<file path="src/rtl/imem_port_arbiter_if.sv">
// Bundle of all fetch, loader and memory-side signals of the instruction
// memory port arbiter. The slave modport is the arbiter's view; the master
// modport is the view of the surrounding fetch unit, loader and memory.
interface imem_port_arbiter_if #(
  parameter int ADDR_W = 32
);
  // Fetch side
  logic              f_req;
  logic [ADDR_W-1:0] f_addr;
  logic              f_kill;
  logic              f_gnt;
  logic              f_rvalid;
  logic [31:0]       f_rdata;
  // Loader side
  logic              l_req;
  logic              l_we;
  logic [ADDR_W-1:0] l_addr;
  logic [31:0]       l_wdata;
  logic              l_gnt;
  logic              l_done;
  logic [31:0]       l_rdata;
  // Memory side
  logic              m_cs_n;
  logic              m_we;
  logic [ADDR_W-1:0] m_addr;
  logic [31:0]       m_wdata;
  logic [31:0]       m_rdata;
  // Status
  logic              busy;
  logic              dbg_state;

  modport slave (
    input  f_req, f_addr, f_kill, l_req, l_we, l_addr, l_wdata, m_rdata,
    output f_gnt, f_rvalid, f_rdata, l_gnt, l_done, l_rdata,
    output m_cs_n, m_we, m_addr, m_wdata, busy, dbg_state
  );

  modport master (
    output f_req, f_addr, f_kill, l_req, l_we, l_addr, l_wdata, m_rdata,
    input  f_gnt, f_rvalid, f_rdata, l_gnt, l_done, l_rdata,
    input  m_cs_n, m_we, m_addr, m_wdata, busy, dbg_state
  );
endinterface

</file>
<file path="src/rtl/imem_port_arbiter.sv">
// Shares one instruction-memory port between the fetch stage and the
// loader/debug port. Each access holds chip select low for MEM_LAT cycles,
// then the read data is returned to the owner with a one-cycle pulse.
//
// Handshake: req is a level held (with its address/data) until gnt is seen
// high in the same cycle; gnt is combinational and the request is consumed at
// the rising edge that ends that cycle. f_rvalid / l_done are single-cycle
// pulses with no back-pressure; the requester must take the data that cycle.
module imem_port_arbiter #(
  parameter int ADDR_W  = 32,
  parameter int MEM_LAT = 2
) (
  input logic                  clk,
  input logic                  rst,
  imem_port_arbiter_if.slave   bus
);

  localparam int CW = $clog2(MEM_LAT + 1);

  typedef enum logic {
    IDLE   = 1'b0,
    ACCESS = 1'b1
  } state_e;

  localparam logic FETCH  = 1'b0;
  localparam logic LOADER = 1'b1;

  state_e          state;
  state_e          state_nxt;
  logic [CW-1:0]   count;
  logic            owner;
  logic            last_winner;
  logic            drop;

  logic            f_win;
  logic            l_win;
  logic            f_gnt_i;
  logic            l_gnt_i;
  logic            last_cycle;

  logic              m_we_q;
  logic [ADDR_W-1:0] m_addr_q;
  logic [31:0]       m_wdata_q;
  logic [31:0]       f_rdata_q;
  logic [31:0]       l_rdata_q;
  logic              f_rvalid_q;
  logic              l_done_q;

  // Round-robin: a sole requester wins; on contention the one that did not
  // win last time goes first.
  assign f_win = bus.f_req & (~bus.l_req | (last_winner == LOADER));
  assign l_win = bus.l_req & (~bus.f_req | (last_winner == FETCH));

  assign last_cycle = (state == ACCESS) && (count == CW'(1));

  // State register
  always_ff @(posedge clk or posedge rst) begin
    if (rst) state <= IDLE;
    else     state <= state_nxt;
  end

  // Next-state: leave IDLE on any grant, return after the last access cycle
  always_comb begin
    state_nxt = state;
    case (state)
      IDLE:    if (f_win || l_win) state_nxt = ACCESS;
      ACCESS:  if (count == CW'(1)) state_nxt = IDLE;
      default: state_nxt = IDLE;
    endcase
  end

  // Outputs decoded from state: grants only in IDLE, chip select during ACCESS
  always_comb begin
    f_gnt_i    = 1'b0;
    l_gnt_i    = 1'b0;
    bus.m_cs_n = 1'b1;
    bus.busy   = 1'b0;
    if (state == IDLE) begin
      f_gnt_i = f_win;
      l_gnt_i = l_win;
    end else begin
      bus.m_cs_n = 1'b0;
      bus.busy   = 1'b1;
    end
  end

  // Access datapath: latch the winner's request, count the latency down and
  // capture the read data on the final access cycle.
  always_ff @(posedge clk or posedge rst) begin
    if (rst) begin
      count       <= '0;
      owner       <= FETCH;
      last_winner <= LOADER;
      drop        <= 1'b0;
      m_we_q      <= 1'b0;
      m_addr_q    <= '0;
      m_wdata_q   <= '0;
      f_rdata_q   <= '0;
      l_rdata_q   <= '0;
      f_rvalid_q  <= 1'b0;
      l_done_q    <= 1'b0;
    end else begin
      f_rvalid_q <= 1'b0;
      l_done_q   <= 1'b0;
      if (state == IDLE) begin
        if (f_gnt_i) begin
          m_addr_q    <= {bus.f_addr[ADDR_W-1:2], 2'b00};
          m_we_q      <= 1'b0;
          owner       <= FETCH;
          last_winner <= FETCH;
          count       <= CW'(MEM_LAT);
          // A redirect in the grant cycle kills the fetch before it starts.
          drop        <= bus.f_kill;
        end else if (l_gnt_i) begin
          m_addr_q    <= {bus.l_addr[ADDR_W-1:2], 2'b00};
          m_we_q      <= bus.l_we;
          m_wdata_q   <= bus.l_wdata;
          owner       <= LOADER;
          last_winner <= LOADER;
          count       <= CW'(MEM_LAT);
          drop        <= 1'b0;
        end
      end else begin
        count <= count - CW'(1);
        if (owner == FETCH && bus.f_kill) drop <= 1'b1;
        if (last_cycle) begin
          m_we_q <= 1'b0;
          drop   <= 1'b0;
          if (owner == FETCH) begin
            // A kill arriving in the final cycle still discards the word.
            if (!drop && !bus.f_kill) begin
              f_rdata_q  <= bus.m_rdata;
              f_rvalid_q <= 1'b1;
            end
          end else begin
            l_done_q <= 1'b1;
            if (!m_we_q) l_rdata_q <= bus.m_rdata;
          end
        end
      end
    end
  end

  assign bus.f_gnt     = f_gnt_i;
  assign bus.l_gnt     = l_gnt_i;
  assign bus.m_we      = m_we_q;
  assign bus.m_addr    = m_addr_q;
  assign bus.m_wdata   = m_wdata_q;
  assign bus.f_rdata   = f_rdata_q;
  assign bus.l_rdata   = l_rdata_q;
  assign bus.f_rvalid  = f_rvalid_q;
  assign bus.l_done    = l_done_q;
  assign bus.dbg_state = state;

endmodule

</file>
<file path="src/flat_wrapper.sv">
// flat-port wrapper written by rule: the top's interface ports become plain ports
module imem_port_arbiter_flat 
#(
  parameter int ADDR_W  = 32,
  parameter int MEM_LAT = 2
)
  (clk, rst, bus_f_req, bus_f_addr, bus_f_kill, bus_l_req, bus_l_we, bus_l_addr, bus_l_wdata, bus_m_rdata, bus_f_gnt, bus_f_rvalid, bus_f_rdata, bus_l_gnt, bus_l_done, bus_l_rdata, bus_m_cs_n, bus_m_we, bus_m_addr, bus_m_wdata, bus_busy, bus_dbg_state);
  imem_port_arbiter_if #(.ADDR_W(ADDR_W)) bus_i ();
  input logic clk;
  input logic rst;
  input wire logic [$bits(bus_i.f_req)-1:0] bus_f_req;
  input wire logic [$bits(bus_i.f_addr)-1:0] bus_f_addr;
  input wire logic [$bits(bus_i.f_kill)-1:0] bus_f_kill;
  input wire logic [$bits(bus_i.l_req)-1:0] bus_l_req;
  input wire logic [$bits(bus_i.l_we)-1:0] bus_l_we;
  input wire logic [$bits(bus_i.l_addr)-1:0] bus_l_addr;
  input wire logic [$bits(bus_i.l_wdata)-1:0] bus_l_wdata;
  input wire logic [$bits(bus_i.m_rdata)-1:0] bus_m_rdata;
  output wire logic [$bits(bus_i.f_gnt)-1:0] bus_f_gnt;
  output wire logic [$bits(bus_i.f_rvalid)-1:0] bus_f_rvalid;
  output wire logic [$bits(bus_i.f_rdata)-1:0] bus_f_rdata;
  output wire logic [$bits(bus_i.l_gnt)-1:0] bus_l_gnt;
  output wire logic [$bits(bus_i.l_done)-1:0] bus_l_done;
  output wire logic [$bits(bus_i.l_rdata)-1:0] bus_l_rdata;
  output wire logic [$bits(bus_i.m_cs_n)-1:0] bus_m_cs_n;
  output wire logic [$bits(bus_i.m_we)-1:0] bus_m_we;
  output wire logic [$bits(bus_i.m_addr)-1:0] bus_m_addr;
  output wire logic [$bits(bus_i.m_wdata)-1:0] bus_m_wdata;
  output wire logic [$bits(bus_i.busy)-1:0] bus_busy;
  output wire logic [$bits(bus_i.dbg_state)-1:0] bus_dbg_state;
  assign bus_i.f_req = bus_f_req;
  assign bus_i.f_addr = bus_f_addr;
  assign bus_i.f_kill = bus_f_kill;
  assign bus_i.l_req = bus_l_req;
  assign bus_i.l_we = bus_l_we;
  assign bus_i.l_addr = bus_l_addr;
  assign bus_i.l_wdata = bus_l_wdata;
  assign bus_i.m_rdata = bus_m_rdata;
  assign bus_f_gnt = bus_i.f_gnt;
  assign bus_f_rvalid = bus_i.f_rvalid;
  assign bus_f_rdata = bus_i.f_rdata;
  assign bus_l_gnt = bus_i.l_gnt;
  assign bus_l_done = bus_i.l_done;
  assign bus_l_rdata = bus_i.l_rdata;
  assign bus_m_cs_n = bus_i.m_cs_n;
  assign bus_m_we = bus_i.m_we;
  assign bus_m_addr = bus_i.m_addr;
  assign bus_m_wdata = bus_i.m_wdata;
  assign bus_busy = bus_i.busy;
  assign bus_dbg_state = bus_i.dbg_state;
  imem_port_arbiter #(.ADDR_W(ADDR_W), .MEM_LAT(MEM_LAT)) u_core (.clk(clk), .rst(rst), .bus(bus_i));
endmodule
</file>
<file path="config.mk">
export PLATFORM = sky130hd
export DESIGN_NAME = imem_port_arbiter_flat
export DESIGN_NICKNAME = d
export VERILOG_FILES = /design/src/rtl/imem_port_arbiter_if.sv /design/src/rtl/imem_port_arbiter.sv /design/src/flat_wrapper.sv
export SDC_FILE = /design/constraint.sdc
export NUM_CORES = 1
export LEC_CHECK = 0
export ABC_AREA = 1
export CORE_MARGIN = 2
export CORE_UTILIZATION = 40
export CTS_CLUSTER_DIAMETER = 40
export DETAILED_ROUTE_END_ITERATION = 10
export PLACE_DENSITY_LB_ADDON = 0.05
export SLEW_MARGIN = 25
export SYNTH_ARGS = -nofsm -noshare
export SYNTH_HDL_FRONTEND = slang
export SYNTH_SLANG_ARGS = --single-unit
export TNS_END_PERCENT = 50
</file>
<file path="constraint.sdc">
create_clock -name clk -period 4.84 [get_ports clk]
set_clock_uncertainty 0.05 [all_clocks]
set_input_delay 0.484 -clock clk [delete_from_list [all_inputs] [get_ports clk]]
set_output_delay 0.484 -clock clk [all_outputs]
set_load 0.01 [all_outputs]
</file>
==> results.py <==
metrics = {
    "run_status": {
        "status": "complete, no violations",
    },
    "drt": {
        "routed_wl_mm": 15.0,
        "vias_per_cell": 4.58,
        "highest_layer": "met4",
        "wl_per_cell_um": 14.1,
        "wl_met2_mm": 7.26,
        "drc_errors": 0,
        "dr_wl_met3_mm": 1.50,
        "first_iter_violations": 228,
        "wl_met1_mm": 5.70,
        "drt_pass1_iterations": 6,
        "antenna_left": 0,
        "vias": 4860,
    },
    "timing": {
        "final.setup.tns_ns": 0,
        "fin_crit_ns": 3.32,
        "hold_viol": 0,
        "report.final.slew_viol_count": 0,
        "tightest_slew_ns": 0.741,
        "finalCritPeriodShare": 0.686,
        "timing.fmax_mhz": 301,
        "final-setup-viol-count": 0,
        "rsz0062_at_grt": "false",
        "slew_headroom": 0.506,
    },
    "layout": {
        "final_common_cell": "clkdlybuf4s50_1",
        "final_cells": 1062,
        "layout-drive-gt1-share": 0.0519,
        "diodes": 0,
        "final_cell_mix": "clkdlybuf4s50_1, nand2_1, dfrtp_1, o21ai_1, inv_1",
        "nFillCells": 1106,
        "nNetsFinal": 1008,
        "area_growth_pct": 59.3,
        "post-route-util": 0.656,
        "fin_area_mm2": 0.00872,
    },
    "floorplan": {
        "die_h_um": 121,
        "initial_core_util": 0.412,
        "dieArea_mm2": 0.0146,
        "row_count": 42,
        "chipWidth_um": 121,
        "num_io_pins": 270,
        "coreArea_mm2": 0.0133,
    },
    "job": {
        "maxCapViolCount": 0,
    },
    "setup_path": {
        "cp_common_cell": "clkdlybuf4s50_1",
        "worst-path-buf-inv": 3,
        "path_cells": "clkdlybuf4s50_1 -> nand2_1 -> nand3_4 -> inv_4 -> clkdlybuf4s50_1",
        "worstRegToRegCells": 6,
        "required_ns": 4.31,
        "crit_type": "in -> out",
        "cp_max_fo": 63,
        "crit_family": "buffers and inverters",
        "worst_setup_path_start_kind": "primary input",
        "worstSetupStartpoint": "bus_f_req",
        "r2r_start": "u_core.last_winner",
        "slowest_stage": "clkdlybuf4s50_1",
        "path_depth": 5,
        "end_kind": "output pin",
        "arrival_ns": 2.79,
        "cp_slowest_stage_delay_ns": 0.65,
    },
    "place": {
        "place.gp.congestion": 0.794,
        "place_area_mm2": 0.00815,
        "hpwl_mm": 10.5,
        "io_buffers": 263,
        "dp_cells": 1030,
    },
    "cts": {
        "cts-resized-gates": 0,
        "cts_root_buffer": "clkbuf_16",
        "postCtsHoldBufs": 0,
        "cts_htree_levels": 4,
        "clkTransAtPathRegs_ns": 0.05,
        "cts.path.max_buffers": 2,
        "clock-sinks": 135,
        "worst_skew_pair.late_latency_ns": 0.41,
        "post-cts-setup-buffers": 0,
        "cts_buffers": 17,
        "cts_tree": "yes",
    },
    "power": {
        "ir_drop_mv": 0.276,
        "power.density_mw_per_mm2": 630,
        "leakage_uw": 0.00414,
        "power_uw": 5500,
    },
    "logic_synthesis": {
        "synth_area_per_cell_um2": 8.85,
        "ys_seq_area_frac": 0.617,
        "ys_ff_latch": 135,
        "netlist_instances": 619,
        "synth.distinct_cells": 22,
        "yosysTopAreaCellShare": 0.612,
        "yosys_warnings": 0,
        "yosys.area.top_type": "dfrtp_1",
        "synth_area_leaders": "dfrtp_1, nand2_1, o21ai_1",
        "synth_area_mm2": 0.00548,
    },
    "worst_hold_path": {
        "worstHoldStart": "u_core.count[0]",
        "min_path_type": "reg -> reg",
        "hold_depth": 1,
    },
    "grt": {
        "grt_util_all_layers": 0.211,
        "gr-total-overflow": 0,
        "grt_first_pass_wirelength_mm": 23.8,
        "first_global_vias": 4929,
        "antenna_found_initial": 0,
        "grt_max_degree": 111,
    },
}
## metrics by stage
step                      setup WS, ns  hold slack [ns]
final                             1.52            0.431
after floorplan                  0.697            0.400
after detailed placement          1.49            0.419
after global placement            1.53            0.411
after global routing              1.34            0.457
after CTS                         1.50            0.434
## layer usage
metal | track usage | up-vias
met5 | 0 | -
met4 | 0.108 | 0
met3 | 0.0818 | 35
met2 | 0.350 | 198
met1 | 0.234 | 2223
li1 | - | 2404
## worst reg2reg max path, stage by stage, from the launching register on
cell,delay [ns]
dfstp_2,0.53
inv_1,0.05
nand2_1,0.11
nand3_2,0.56
nand2_2,0.76
nor2_1,0.12
nor2_1,0.13
## path summary, 6_finish.rpt
check	end	slack, ns
setup reg to reg	u_core.bus.m_addr[2]	2.47
setup / recovery	bus_l_gnt	1.52
hold / removal	u_core.count[0]	0.43
min in group asynchronous	u_core.bus.m_addr[14]	0.56
hold reg to reg	u_core.count[0]	0.43
max in group asynchronous	u_core.last_winner	3.28
## synthesized netlist by cell type
cell,n
inv_2,2
nor2_4,1
dfrtp_1,134
inv_4,1
nand2_2,2
nand3_4,1
clkbuf_1,1
buf_2,17
dfstp_2,1
nand3_1,4
nand3_2,1
buf_4,5
nand4_1,2
buf_6,8
o21ai_0,13
nor2_1,62
o21ai_1,86
ha_1,1
conb_1,1
nand2_1,203
a21oi_1,1
inv_1,72
## logic make-up after synthesis
family / synth area share
AOI/OAI and AO/OA: 0.0914
buffers and inverters: 0.0914
DFF: 0.617
other: 0.000685
and+or+nand+nor: 0.197
adders and majority gates: 0.00228
## where the power goes
group | internal [µW] | switching, µW
sequential | 1660 | 290
combinational | 1240 | 1060
clock | 764 | 480
## area by class of cell
cell class	count	area (µm²)	share of cell area
Timing Repair Buffer	265	2650	0.303
Clock buffer	18	439	0.0503
Inverter	75	292	0.0334
Tap cell	176	220	0.0252
Clock inverter	14	134	0.0153
Sequential cell	135	3380	0.387
Multi-Input combinational cell	379	1610	0.185
## sequential cells by signal, summed over array words and instances, names as in the netlist, 2 cells and up
name,cells
u_core.bus.f_rdata,32
u_core.bus.m_wdata,32
u_core.count,2
u_core.bus.m_addr,30
u_core.bus.l_rdata,32
Note: power is estimated with default switching activity, not from simulation.
